`config.mk`:
```
export PLATFORM = sky130hd
export DESIGN_NAME = fft_stage_sequencer_flat
export DESIGN_NICKNAME = d
export VERILOG_FILES = /design/src/rtl/fft_pkg.sv /design/src/rtl/fft_stage_sequencer_if.sv /design/src/rtl/bfly_addr_gen.sv /design/src/rtl/fft_stage_sequencer.sv /design/src/flat_wrapper.sv
export SDC_FILE = /design/constraint.sdc
export NUM_CORES = 1
export LEC_CHECK = 0
export CORE_UTILIZATION = 35
export DETAILED_ROUTE_END_ITERATION = 8
export PLACE_DENSITY = 0.64
export SLEW_MARGIN = 10
export SYNTH_ARGS = -nofsm -noshare
export SYNTH_HDL_FRONTEND = slang
export SYNTH_SLANG_ARGS = --single-unit
```
`constraint.sdc`:
```
create_clock -name clk -period 7.5 [get_ports clk]
set_input_delay 1.5 -clock clk [delete_from_list [all_inputs] [get_ports clk]]
set_output_delay 1.5 -clock clk [all_outputs]
set_load 0.01 [all_outputs]
```
`src/rtl/fft_pkg.sv`:
```
// Shared constants and types for the radix-2 DIT FFT stage sequencer.
package fft_pkg;
  localparam int LOG2N = 8;
  localparam int N     = 1 << LOG2N;

  typedef logic [3:0] stage_t;

  typedef enum logic [1:0] {
    IDLE,
    CLEAR,
    RUN,
    DONE
  } seq_state_t;
endpackage

```
`src/rtl/fft_stage_sequencer_if.sv`:
```
// Butterfly issue channel: address pair plus stage under a valid/ready handshake.
interface fft_stage_sequencer_if
  import fft_pkg::*;
#(
  parameter int LOG2N = fft_pkg::LOG2N
);
  logic             bfly_valid;
  logic             bfly_ready;
  logic [LOG2N-1:0] addr_a;
  logic [LOG2N-1:0] addr_b;
  stage_t           stage_count_out;

  modport master (
    output bfly_valid, addr_a, addr_b, stage_count_out,
    input  bfly_ready
  );

  modport slave (
    input  bfly_valid, addr_a, addr_b, stage_count_out,
    output bfly_ready
  );
endinterface

```
`src/rtl/bfly_addr_gen.sv`:
```
// Butterfly address pair: insert a zero at bit <stage> of bfly_cnt for the top
// address, set that bit for the bottom address.
module bfly_addr_gen
  import fft_pkg::*;
#(
  parameter int LOG2N = fft_pkg::LOG2N
) (
  input  logic [LOG2N-2:0] bfly_cnt,
  input  stage_t           stage,
  output logic [LOG2N-1:0] addr_a,
  output logic [LOG2N-1:0] addr_b
);
  logic [LOG2N-1:0] cnt_ext;
  logic [LOG2N-1:0] bit_s;
  logic [LOG2N-1:0] low_mask;

  // Bits below the stage stay put; bits at or above move up by one.
  always_comb begin
    cnt_ext  = {1'b0, bfly_cnt};
    bit_s    = LOG2N'(1) << stage;
    low_mask = bit_s - LOG2N'(1);
    addr_a   = ((cnt_ext & ~low_mask) << 1) | (cnt_ext & low_mask);
    addr_b   = addr_a | bit_s;
  end
endmodule

```
`src/rtl/fft_stage_sequencer.sv`:
```
// Stage/butterfly sequencer for an N-point radix-2 DIT FFT; also drives the
// twiddle-index counter clear/advance strobes.
module fft_stage_sequencer
  import fft_pkg::*;
#(
  parameter int LOG2N = fft_pkg::LOG2N
) (
  input  logic                  clk,
  input  logic                  nrst,
  input  logic                  start,
  input  logic                  abort,
  fft_stage_sequencer_if.master bfly,
  output logic                  k_enable,
  output logic                  k_clear,
  output logic                  busy,
  output logic                  done
);
  localparam int             CW         = LOG2N - 1;
  localparam logic [CW-1:0]  CNT_LAST   = '1;
  localparam stage_t         STAGE_LAST = stage_t'(LOG2N - 1);

  seq_state_t       state_q, state_d;
  stage_t           stage_q, stage_d;
  logic [CW-1:0]    cnt_q, cnt_d;
  logic             valid;
  logic             accept;
  logic [LOG2N-1:0] gen_a, gen_b;

  always_ff @(posedge clk or negedge nrst) begin
    if (!nrst) begin
      state_q <= IDLE;
      stage_q <= '0;
      cnt_q   <= '0;
    end else begin
      state_q <= state_d;
      stage_q <= stage_d;
      cnt_q   <= cnt_d;
    end
  end

  assign valid  = (state_q == RUN);
  assign accept = valid & bfly.bfly_ready;

  always_comb begin
    state_d = state_q;
    stage_d = stage_q;
    cnt_d   = cnt_q;
    unique case (state_q)
      IDLE: begin
        if (start) begin
          state_d = CLEAR;
          stage_d = '0;
          cnt_d   = '0;
        end
      end
      CLEAR: state_d = RUN;
      RUN: begin
        if (accept) begin
          if (cnt_q == CNT_LAST) begin
            cnt_d = '0;
            if (stage_q == STAGE_LAST) begin
              state_d = DONE;
            end else begin
              stage_d = stage_q + stage_t'(1);
              state_d = CLEAR;
            end
          end else begin
            cnt_d = cnt_q + CW'(1);
          end
        end
      end
      DONE: begin
        state_d = IDLE;
        stage_d = '0;
        cnt_d   = '0;
      end
      default: state_d = IDLE;
    endcase
    // DONE is left alone so the completion pulse is never swallowed.
    if (abort && (state_q == CLEAR || state_q == RUN)) begin
      state_d = IDLE;
      stage_d = '0;
      cnt_d   = '0;
    end
  end

  bfly_addr_gen #(.LOG2N(LOG2N)) u_addr_gen (
    .bfly_cnt (cnt_q),
    .stage    (stage_q),
    .addr_a   (gen_a),
    .addr_b   (gen_b)
  );

  assign bfly.bfly_valid      = valid;
  assign bfly.addr_a          = valid ? gen_a : '0;
  assign bfly.addr_b          = valid ? gen_b : '0;
  assign bfly.stage_count_out = stage_q;

  // Abort also clears the twiddle counter in the same cycle it is presented.
  assign k_enable = accept;
  assign k_clear  = (state_q == CLEAR) | (abort & (state_q != IDLE));
  assign busy     = (state_q != IDLE);
  assign done     = (state_q == DONE);
endmodule

```
`src/flat_wrapper.sv`:
```
// flat-port wrapper written by rule: the top's interface ports become plain ports
module fft_stage_sequencer_flat import fft_pkg::*;
#(
  parameter int LOG2N = fft_pkg::LOG2N
)
  (clk, nrst, start, abort, k_enable, k_clear, busy, done, bfly_bfly_valid, bfly_addr_a, bfly_addr_b, bfly_stage_count_out, bfly_bfly_ready);
  fft_stage_sequencer_if #(.LOG2N(LOG2N)) bfly_i ();
  input  logic clk;
  input  logic nrst;
  input  logic start;
  input  logic abort;
  output logic k_enable;
  output logic k_clear;
  output logic busy;
  output logic done;
  output wire logic [$bits(bfly_i.bfly_valid)-1:0] bfly_bfly_valid;
  output wire logic [$bits(bfly_i.addr_a)-1:0] bfly_addr_a;
  output wire logic [$bits(bfly_i.addr_b)-1:0] bfly_addr_b;
  output wire logic [$bits(bfly_i.stage_count_out)-1:0] bfly_stage_count_out;
  input wire logic [$bits(bfly_i.bfly_ready)-1:0] bfly_bfly_ready;
  assign bfly_bfly_valid = bfly_i.bfly_valid;
  assign bfly_addr_a = bfly_i.addr_a;
  assign bfly_addr_b = bfly_i.addr_b;
  assign bfly_stage_count_out = bfly_i.stage_count_out;
  assign bfly_i.bfly_ready = bfly_bfly_ready;
  fft_stage_sequencer #(.LOG2N(LOG2N)) u_core (.clk(clk), .nrst(nrst), .start(start), .abort(abort), .bfly(bfly_i), .k_enable(k_enable), .k_clear(k_clear), .busy(busy), .done(done));
endmodule
```
# Word level (Yosys, flattened, before mapping)
# Cells that the tools add are included.
dict set report classes {
  add_sub_neg 3
  order_cmp 0
  multipliers 0
  shifts 1
  n_bitwise 8
  n_eq_ne 9
  div_mod_pow 0
  muxes 19
  n_reduce_logical 8
}
# op n
set ops {}
lappend ops {{7-bit two-way mux} 4}
lappend ops {{7-bit one-hot mux with 3 select lines} 1}
lappend ops {{4-bit two-way mux} 5}
lappend ops {{8-bit two-way mux} 2}
lappend ops {{8-bit bitwise OR} 2}
lappend ops {{4-bit one-hot mux with 3 select lines} 1}
lappend ops {{2-bit two-way mux} 5}
lappend ops {{3-bit != test, second input constant} 3}
lappend ops {{7-bit by 8-bit AND with 8-bit output} 1}
lappend ops {{2-bit one-hot mux with 4 select lines} 1}
lappend ops {{1-bit by 4-bit << shifter with 8-bit output, first input constant} 1}
lappend ops {{8-bit by 1-bit subtractor with 8-bit output, second input constant} 1}
lappend ops {{7-bit by 1-bit adder with 7-bit output, second input constant} 1}
lappend ops {{7-bit AND} 1}
lappend ops {{7-bit equality test, second input constant} 1}
lappend ops {{7-bit inverter} 1}
lappend ops {{3-bit AND reduction} 2}
lappend ops {{5-bit AND reduction} 1}
lappend ops {{4-bit by 1-bit adder with 4-bit output, second input constant} 1}
lappend ops {{2-bit equality test, second input constant} 2}
lappend ops {{4-bit by 3-bit equality test with 1-bit output, second input constant} 1}
lappend ops {{4-bit nonzero test} 1}
lappend ops {{3-bit by 2-bit != test with 1-bit output, second input constant} 1}
lappend ops {{1-bit AND} 2}
lappend ops {{other kinds (6)} 6}
dict set report totals {
  in_bits 5
  out_inout_bits 25
  ff_bits 13
  mem_bits_ro 0
  word_cells 51
  mem_bits_rw 0
  latch_bits 0
  n_memories 0
}

# Longest topological paths before layout
dict set report depth {
  word_depth 7
  ltp_mapped 10
  mapped_depth_nobuf 8
}

# Hierarchy
# A second synthesis with hierarchy kept.
dict set report hier_totals {
  cells_unflattened 184
  hier_area_um2 1418.9
}
# mod cells_each seq_area_each_um2 n_inst area_per_inst_um2
set modules_own_cells {}
lappend modules_own_cells {fft_stage_sequencer 122 325.3 1 993.5}
lappend modules_own_cells {bfly_addr_gen 62 0.0 1 425.4}

# Worst setup path before layout
# No wires, ideal clock.
dict set report synth_timing {
  path_type {register -> output}
  from {register u_core.stage_q[0] (netlist: u_core.bfly.stage_count_out[0])}
  to {output port bfly_addr_b[7]}
  required_time_ns 6.000
  path_stages_with_launch 11
  arrival_time_ns 2.154
  n_path_buf 2
  setup_slack_ns 3.846
  path_cell_list {dfrtp_1 > inv_1 > ha_1 > buf_2 > nand2_1 > ha_1 > buf_2 > or3b_1 > o221ai_1 > nor2_1 > a31o_2}
}
dict set report synth_via {
  elab_chain_cells 7
  word_cells_on_any_way 8
  cone_classes {add/sub: 1; shift: 1; mux: 1; bitwise: 5}
}
# element line_no
set synth_lines {}
lappend synth_lines {{start: declaration} fft_stage_sequencer.sv:23} ;# stage_t stage_q, stage_d;
lappend synth_lines {{start signal: assignment} fft_stage_sequencer.sv:36} ;# stage_q <= stage_d;
lappend synth_lines {{1-bit by 4-bit << shifter with 8-bit output *} bfly_addr_gen.sv:20} ;# bit_s = LOG2N'(1) << stage;
lappend synth_lines {{8-bit by 1-bit subtractor with 8-bit output} bfly_addr_gen.sv:21} ;# low_mask = bit_s - LOG2N'(1);
lappend synth_lines {{7-bit inverter} bfly_addr_gen.sv:22} ;# addr_a = ((cnt_ext & ~low_mask) << 1) | (cnt_ext & low_mask);
lappend synth_lines {{7-bit AND} bfly_addr_gen.sv:22}
lappend synth_lines {{8-bit bitwise OR} bfly_addr_gen.sv:22}
lappend synth_lines {{8-bit bitwise OR *} bfly_addr_gen.sv:23} ;# addr_b = addr_a | bit_s;
lappend synth_lines {{8-bit two-way mux *} fft_stage_sequencer.sv:96} ;# assign bfly.addr_b = valid ? gen_b : '0;
lappend synth_lines {{end: declaration} flat_wrapper.sv:18} ;# output wire logic [$bits(bfly_i.addr_b)-1:0] bfly_addr_b;
# Every way passes the cells marked *; elsewhere a longest branch is shown, timed or not.

# Worst setup path in the final report
# Ends and elaborated chain as after synthesis.

==> impl_metrics.csv <==
group,metric,value,unit
status,status,"finished clean",
timing,tightestPinTransition,640,ps
power,peakVddDrop,0.000199,V
hold_path,holdPathStages,2,
routing,wl_met3,164,um
routing,wl_met1,1.64,mm
power,totalPowerFinal,288,uW
global_routing,grt_max_degree,18,
hold_path,min_to,"u_core.state_q[1]$_DFFE_PN0P_",
timing,max_slew_margin,0.573,
critical_path,end_kind,"output port",
cells_and_area,post-route-util,0.463,
timing,setup_viol,0,
global_routing,grt_pass1_vias,1352,
cells_and_area,final_cell_mix,"clkdlybuf4s50_1, nand2_1, o21ai_0, dfrtp_1",
routing,vias_per_cell,5.84,
routing,dr_total_vias,1418,
clock_network,cts.sinks,13,
synth,ys_warn_count,0,
timing,finalCritPeriodShare,0.616,
cells_and_area,layout-drive-gt1-share,0.0769,
floorplanning,num_rows,22,
synth,synth_edf_count,0,
timing,final_max_slew_viol_count,0,
routing,antenna_left,0,
clock_network,cts_tree,"yes",
critical_path,r2r_start,"u_core.state_q[0]$_DFFE_PN0P_",
cells_and_area,multi_input_area,947,um2
routing,drt_iter0_markers,130,
clock_network,cts_max_level,1,
global_routing,antenna_found_initial,0,
run,cap_violations,0,
timing,fin_hold_ws,580,ps
floorplanning,die_h,64.5,um
routing,wire_per_inst,14.5,um
power,power_density,168,nW/um2
clock_network,ctsResizeCount,0,
synth,synth_seq_cells,13,
routing,routed.top_layer,"met4",
cells_and_area,diodes,0,
synth,synth.avg_cell_area,7.89,um2
synth,synthArstFlopShare,1.00,
cells_and_area,nNetsFinal,212,
critical_path,cp.arrival,3120,ps
placed_design,portBuffers,29,
timing,fin_skew,1.10,ps
floorplanning,core_area,3690,um2
critical_path,crit_required,6000,ps
hold_path,worstHoldStart,"u_core.state_q[0]$_DFFE_PN0P_",
placed_design,hpwl,2.68,mm
placed_design,gp_congestion,0.878,
clock_network,postCtsHoldBufs,0,
timing,setup_tns,0,ps
critical_path,reg2reg_depth,6,
routing,drtPass1Iterations,5,
critical_path,crit_start,"u_core.bfly.stage_count_out[0]$_DFFE_PN0P_",
synth,synth-main-ff-cell,"dfrtp_1",
critical_path,worstPathMaxFanout,11,
cells_and_area,synthToLayoutAreaGrowth,25.2,%
global_routing,grt_util_all_layers,0.181,
critical_path,rr_endpoint,"u_core.bfly.stage_count_out[0]$_DFFE_PN0P_",
timing,hold_viol,0,
clock_network,numCtsBuffers,3,
global_routing,grt_pass1_wl,6.04,mm
timing,min_period,4620,ps
power,p_leak,0.000654,uW
routing,wirelength,3.53,mm
floorplanning,initial_core_util,0.370,
cells_and_area,final_common_cell,"clkdlybuf4s50_1",
critical_path,crit_type,"flop to output port",
routing,drc,0,
synth,syn_inst,173,
critical_path,start_kind,"flop",
timing,max_freq,217,MHz
clock_network,cts_setup_buffers,0,
clock_network,cts.path.max_buffers,2,
cells_and_area,nFillCells,396,
cells_and_area,ff_latch_area,325,um2
routing,wl_met2,1.70,mm
hold_path,hp-class,"flop to flop",
critical_path,reg2reg_slack,5220,ps
floorplanning,chipWidth,64.5,um
floorplanning,num_io_pins,30,
synth,syn_area,1370,um2
global_routing,globalRouteOverflowTotal,0,
floorplanning,die-area,4150,um2
synth,synth_cell_types,54,
synth,synth_nets,189,
timing,rsz0062_at_grt,"false",
clock_network,ctsRootBufferMaster,"clkbuf_8",
clock_network,clock_latency,240,ps
synth,synth-seq-area-share,0.238,
clock_network,path_clk_slew,50,ps
cells by family (layout without fill, tap and decap cells):
family                     count (synthesis)  in the layout  synth area share
AOI/OAI and AO/OA                         55             55             0.291
xor gates and xnor gates                   1              1           0.00642
adders and majority gates                 11             11             0.101
buffers and inverters                     22             44            0.0678
DFF                                       13             13             0.238
muxes                                      4              4            0.0312
and+or+nand+nor                           67             67             0.265
final cells by class:
type | instances | area share
tap | 48 | 0.0351
inverter | 11 | 0.0242
timing repair buffer | 29 | 0.170
sequential | 13 | 0.190
clock buffer | 4 | 0.0264
multi-input combinational | 138 | 0.554
per-layer routing:
layer	up-vias	GRT usage
met5	-	0
met4	0	0.0750
met3	4	0.0123
met2	36	0.313
met1	688	0.232
li1	690	-
how the worst max path moves through the flow:
stage                     end  cells after the start  slack [ps]
3_3_place_gp          k_clear                      4        3300
3_5_place_dp   bfly_addr_b[7]                      9        3180
4_1_cts        bfly_addr_b[7]                      9        2910
6_report       bfly_addr_b[7]                      9        2880
5_1_grt        bfly_addr_b[7]                      9        2630
2_1_floorplan  bfly_addr_b[7]                     10        3850
sequential cells by signal, indices dropped and copies added, names as in the netlist:
| name | count |
|---|---|
| u_core.cnt_q | 7 |
| u_core.state_q | 2 |
| u_core.bfly.stage_count_out | 4 |
where the power goes:
part	total [uW]	internal [uW]	switching, uW
logic	143	58.8	83.8
registers	83.8	76.4	7.41
clock network	61.3	37.5	23.9
total	288	173	115
cell usage after synthesis, drive strengths merged (4+ instances only):
cell type	number	area (um2)
nor2b	4	25.0
a31o	5	43.8
ha	11	138
nand3	8	52.6
nand2b	4	25.0
dfrtp	13	325
nand2	17	63.8
nor3	6	30.0
inv	11	41.3
o21ai	13	65.1
o211ai	5	37.5
nor2	11	41.3
a21oi	5	25.0
buf	8	40.0
metrics by stage:
| stage | setup slack, ps | instance area, um2 | instances |
|---|---|---|---|
| 2_1_floorplan | 3850 | 1370 | 173 |
| 3_3_place_gp | 3300 | 1660 | 239 |
| 3_5_place_dp | 3180 | 1660 | 239 |
| 4_1_cts | 2910 | 1710 | 243 |
| 5_1_grt | 2630 | 1710 | 243 |
| 6_report | 2880 | 1710 | 243 |
worst max-delay path, cell delays in order (launching register included):
cell             delay, ps
dfrtp_1                420
inv_1                  110
ha_1                   340
nand2_1                130
ha_1                   330
nor4b_1                440
o221ai_1               230
nor2_1                 220
a31o_2                 140
clkdlybuf4s50_1        530
(Power assumes the default switching activity.)
